`src/rtl/dividor_seq_param.sv`:
```
// Sequential unsigned divider: integer quotient by restoring division, then
// FRAC_DIGITS truncated decimal fraction digits, one per cycle, fixed latency.
module dividor_seq_param #(
  parameter int SIZE        = 8,
  parameter int FRAC_DIGITS = 3,
  parameter int F_W         = 10
) (
  input  logic            clk,
  input  logic            rst,
  input  logic            start,
  input  logic [SIZE-1:0] a,
  input  logic [SIZE-1:0] b,
  output logic            busy,
  output logic            done,
  output logic [SIZE-1:0] m,
  output logic [F_W-1:0]  f,
  output logic            err,
  output logic            exact
);

  localparam int CNT_W = $clog2(SIZE + FRAC_DIGITS + 1);
  localparam int T_W   = SIZE + 4;

  localparam logic [1:0] IDLE = 2'd0;
  localparam logic [1:0] INT  = 2'd1;
  localparam logic [1:0] FRAC = 2'd2;
  localparam logic [1:0] ERR  = 2'd3;

  localparam logic [CNT_W-1:0] INT_LAST  = CNT_W'(SIZE - 1);
  localparam logic [CNT_W-1:0] FRAC_LAST = CNT_W'(FRAC_DIGITS - 1);
  localparam logic [T_W-1:0]   TEN_T     = T_W'(10);
  localparam logic [F_W-1:0]   TEN_F     = F_W'(10);

  logic [1:0]       state_reg;
  logic [SIZE-1:0]  b_reg;
  logic [SIZE-1:0]  q_reg;
  logic [SIZE-1:0]  rem_reg;
  logic [CNT_W-1:0] cnt_reg;
  logic [F_W-1:0]   facc_reg;
  logic [SIZE-1:0]  m_reg;
  logic [F_W-1:0]   f_reg;
  logic             err_reg;
  logic             exact_reg;
  logic             done_reg;

  // Integer phase: one restoring-division step, dividend bits shifted out of q_reg
  // while quotient bits shift in from the bottom.
  logic [SIZE:0]    rem_shift;
  logic             take_bit;
  logic [SIZE-1:0]  rem_int_next;
  logic [SIZE-1:0]  q_int_next;

  assign rem_shift    = {rem_reg, q_reg[SIZE-1]};
  assign take_bit     = (rem_shift >= {1'b0, b_reg});
  assign rem_int_next = take_bit ? SIZE'(rem_shift - {1'b0, b_reg}) : rem_shift[SIZE-1:0];
  assign q_int_next   = {q_reg[SIZE-2:0], take_bit};

  // Fraction phase: t = rem*10 is compared against all nine multiples of b in
  // parallel; the comparison results are monotonic, so the highest hit wins.
  logic [T_W-1:0]   t_val;
  logic [T_W-1:0]   mult [1:9];
  logic [9:1]       ge;
  logic [3:0]       digit;
  logic [SIZE-1:0]  rem_frac_next;
  logic [F_W-1:0]   facc_next;

  assign t_val = {4'd0, rem_reg} * TEN_T;

  generate
    for (genvar gi = 1; gi <= 9; gi++) begin : g_mult
      assign mult[gi] = {4'd0, b_reg} * T_W'(gi);
      assign ge[gi]   = (t_val >= mult[gi]);
    end
  endgenerate

  always_comb begin
    digit         = 4'd0;
    rem_frac_next = SIZE'(t_val);
    for (int k = 1; k <= 9; k++) begin
      if (ge[k]) begin
        digit         = 4'(k);
        rem_frac_next = SIZE'(t_val - mult[k]);
      end
    end
  end

  assign facc_next = F_W'(facc_reg * TEN_F) + F_W'(digit);

  always_ff @(posedge clk or posedge rst) begin
    if (rst) begin
      state_reg <= IDLE;
      b_reg     <= '0;
      q_reg     <= '0;
      rem_reg   <= '0;
      cnt_reg   <= '0;
      facc_reg  <= '0;
      m_reg     <= '0;
      f_reg     <= '0;
      err_reg   <= 1'b0;
      exact_reg <= 1'b0;
      done_reg  <= 1'b0;
    end else begin
      done_reg <= 1'b0;
      case (state_reg)
        IDLE: begin
          if (start) begin
            b_reg     <= b;
            q_reg     <= a;
            rem_reg   <= '0;
            cnt_reg   <= '0;
            facc_reg  <= '0;
            state_reg <= (b == '0) ? ERR : INT;
          end
        end
        ERR: begin
          m_reg     <= '0;
          f_reg     <= '0;
          err_reg   <= 1'b1;
          exact_reg <= 1'b0;
          done_reg  <= 1'b1;
          state_reg <= IDLE;
        end
        INT: begin
          rem_reg <= rem_int_next;
          q_reg   <= q_int_next;
          if (cnt_reg == INT_LAST) begin
            cnt_reg   <= '0;
            facc_reg  <= '0;
            state_reg <= FRAC;
          end else begin
            cnt_reg <= cnt_reg + 1'b1;
          end
        end
        FRAC: begin
          rem_reg  <= rem_frac_next;
          facc_reg <= facc_next;
          if (cnt_reg == FRAC_LAST) begin
            m_reg     <= q_reg;
            f_reg     <= facc_next;
            err_reg   <= 1'b0;
            exact_reg <= (rem_frac_next == '0);
            done_reg  <= 1'b1;
            cnt_reg   <= '0;
            state_reg <= IDLE;
          end else begin
            cnt_reg <= cnt_reg + 1'b1;
          end
        end
        default: state_reg <= IDLE;
      endcase
    end
  end

  assign busy  = (state_reg != IDLE);
  assign done  = done_reg;
  assign m     = m_reg;
  assign f     = f_reg;
  assign err   = err_reg;
  assign exact = exact_reg;

endmodule
```
`config.mk`:
```
export PLATFORM = sky130hd
export DESIGN_NAME = dividor_seq_param
export DESIGN_NICKNAME = d
export VERILOG_FILES = /design/src/rtl/dividor_seq_param.sv
export SDC_FILE = /design/constraint.sdc
export NUM_CORES = 1
export LEC_CHECK = 0
export CORE_MARGIN = 5
export CORE_UTILIZATION = 50
export DETAILED_ROUTE_END_ITERATION = 12
export GPL_ROUTABILITY_DRIVEN = 0
export PLACE_DENSITY_LB_ADDON = 0.25
export SETUP_SLACK_MARGIN = 0.3
export SYNTH_ARGS = -nofsm -noshare
export SYNTH_HDL_FRONTEND = slang
export SYNTH_SLANG_ARGS = --single-unit
export TNS_END_PERCENT = 5
```
`constraint.sdc`:
```
create_clock -name clk -period 7.1 [get_ports clk]
set_input_delay 0.71 -clock clk [delete_from_list [all_inputs] [get_ports clk]]
set_output_delay 0.71 -clock clk [all_outputs]
set_load 0.05 [all_outputs]
```
==> flow_summary.json, run 1 <==
{
  "largest_register_ffs": 10,
  "cts.clk_slew.worst_paths_ps": 50,
  "dieWidth_um": 142,
  "drtAntennaViolNets": 0,
  "crit_family": "compound AO/OA/AOI/OAI gates",
  "cts_sinks": 60,
  "hold_buffers": 0,
  "multi_input_comb_area_mm2": 0.00690,
  "wl_met2_um": 11300,
  "critPathLaunchType": "flip-flop",
  "met1_length_um": 11500,
  "dr_wl_met3_um": 1390,
  "overflow": 0,
  "cp_slowest_cell": "nor2_1",
  "synth_top_area_cell": "ha_1",
  "synth_top_area_frac": 0.218,
  "nFillCells": 1576,
  "hp-class": "flip-flop to flip-flop",
  "die_area_mm2": 0.0203,
  "drt_iter0_drc": 672,
  "synth_fp_nets": 1238,
  "wl_per_cell_um": 19.0,
  "worstSetupEndpointType": "flip-flop",
  "place_ws_ps": 1040,
  "hold_viol": 0,
  "cts_tree": "built",
  "seq_area_frac_synth": 0.171,
  "via_count": 8050,
  "fin_ws_ps": 930,
  "slew_violations": 0,
  "period_share": 0.869,
  "rows": 48,
  "cts_setup_buffers": 0,
  "critPathKind": "flip-flop to flip-flop",
  "grt_util_all_layers": 0.247,
  "required_ps": 7320,
  "firstDrtPassIters": 8,
  "n_antenna_cell": 0,
  "synthFlopType": "dfrtp_1",
  "cap_violations": 0,
  "grt_max_degree": 61,
  "reg2regPathDepth": 25,
  "slew_headroom": 0.294,
  "antenna_found_initial": 0,
  "fin_worst_skew_ps": 9.05,
  "critPathBufInv": 2,
  "ys_seq_elements": 60,
  "io_pins": 41,
  "dieHeight_um": 142,
  "setup_viol": 0,
  "cp_common_cell": "ha_1",
  "rsz0062_at_grt": "no",
  "postCtsResizedCells": 0,
  "worst-path-stages": 25,
  "crit_end": "f[9]",
  "async_reset_ff_frac": 1.00,
  "syn_area_mm2": 0.00877,
  "core_region_area_mm2": 0.0172,
  "synthTopCellsByArea": "ha_1 (22%), dfrtp_1 (17%), a21oi_1 (5.4%), xnor2_1 (5.1%), fa_1 (4.8%)",
  "drc": 0,
  "rrSetupSlack_ps": 930,
  "synth.avg_cell_area_um2": 8.39,
  "critPathMaxFanout": 13,
  "nets": 1280,
  "grt_pass1_wl_um": 40600,
  "io_buffers": 40,
  "top_layer_used": "met4",
  "cts-root-buf": "clkbuf_16",
  "max_freq_mhz": 162,
  "ys_warn_count": 0,
  "crit_arrival_ps": 6390,
  "hpwl_um": 19700,
  "syn_inst": 1045,
  "tns_ps": 0,
  "h-tree-depth": 3,
  "routed_wl_um": 25000,
  "grt_pass1_vias": 7821,
  "ys_types": 94,
  "via_per_inst": 6.12,
  "numCtsBuffers": 9,
  "startpoint": "rem_reg[1]",
  "synth_edf_count": 0,
  "max_stage_delay_ps": 530,
  "min_period_ps": 6170,
  "drive_gt1_frac": 0.0615,
  "area.sequential_mm2": 0.00150,
  "area_delta_synth_final_pct": 11.0,
  "worst_skew_pair.late_latency_ps": 330,
  "r2r-end": "f[9]",
  "r2r_start": "rem_reg[1]",
  "status": "finished, final reports clean",
  "start_util": 0.509,
  "clock_path_buffers": 2,
  "worst_pin_slew_ps": 1060
}
synthesized netlist by cell type (14+ instances only):
cell type	number
nand2_1	81
o21a_1	18
inv_1	70
a21oi_1	94
xor2_1	32
clkbuf_1	15
o22ai_1	17
a21o_1	25
fa_1	21
ha_1	153
xnor2_1	51
nor2_1	62
nor3_1	14
o21bai_1	15
o21ai_0	78
nand3_1	19
dfrtp_1	60
placed cells by master (no fill, tap or decap), types with 5 or more instances in the layout:
master / n
ha_1: 153
a21oi_1: 93
nand2_1: 81
o21ai_0: 78
inv_1: 69
nor2_1: 62
dfrtp_1: 60
xnor2_1: 51
clkdlybuf4s50_1: 40
xor2_1: 32
a21o_1: 25
fa_1: 21
nand3_1: 19
o21a_1: 18
o22ai_1: 17
o21bai_1: 15
nor3_1: 14
buf_4: 14
nor2b_1: 13
mux2_2: 12
a22o_1: 12
nand2b_1: 11
a31oi_1: 10
o211ai_1: 9
clkbuf_16: 9
a211oi_1: 8
nand4_1: 8
mux2i_1: 7
o21ai_1: 6
o2111ai_1: 5
nor4_1: 5
or3_1: 5
layout make-up:
class	count	area share
sequential	60	0.154
timing repair buffer	54	0.0519
inverter	73	0.0281
tap	225	0.0289
clock buffer	12	0.0274
multi-input combinational	889	0.709
clock inverter	2	0.00103
routing by layer:
layer  vias to the layer above  global-route usage
met2                       244               0.392
li1                       3964                   -
met4                         0              0.0855
met3                        59              0.0292
met5                         -                   0
met1                      3783               0.347
stage by stage:
stage                     instance area, µm²  instances  utilization  hold slack [ps]
final                                   9740       1315        0.565              490
after global routing                    9740       1315        0.565              527
after CTS                               9740       1315        0.565              492
after detailed placement                9460       1301        0.549              476
after global placement                  9460       1301        0.549              466
after floorplan                         8770       1045            -              454
worst min-delay path: cells and delay by family, from the launching register on:
family | cells | cell delay [ps]
DFF | 1 | 350
and+or+nand+nor | 1 | 50
AOI/OAI and AO/OA | 1 | 60
worst min path at each step:
stage | startpoint | end | depth (start not counted)
finish | f[7] | f[7] | 2
global route | m[3] | m[3] | 1
CTS | f[7] | f[7] | 2
detailed placement | f[7] | f[7] | 2
global placement | f[3] | f[3] | 2
floorplan | facc_reg[7] | facc_reg[7] | 2
cell families (layout without fill, tap and decap cells):
logic type                 after synthesis  after routing  synth area share
adders and majority gates              174            174             0.266
DFF                                     60             60             0.171
muxes                                   20             20            0.0251
xor gates and xnor gates                83             83            0.0829
AOI/OAI and AO/OA                      352            352             0.262
and+or+nand+nor                        260            260             0.150
buffers and inverters                   96            141            0.0425
Power of run 1 is not shown: default switching activity piles up to over one toggle a cycle in this logic, so the estimate is an artifact.
==> inputs of run 2 (changes only) <==
==> constraint.sdc (replaced) <==
create_clock -name clk -period 7.1 [get_ports clk]
set_input_delay 0.71 -clock clk [delete_from_list [all_inputs] [get_ports clk]]
set_output_delay 0.71 -clock clk [all_outputs]
set_load 0.01 [all_outputs]
==> results of run 2 <==
Same layout as run 1: the final DEF is identical, and so are final timing and power.
Power of run 2 is left out for the same reason.
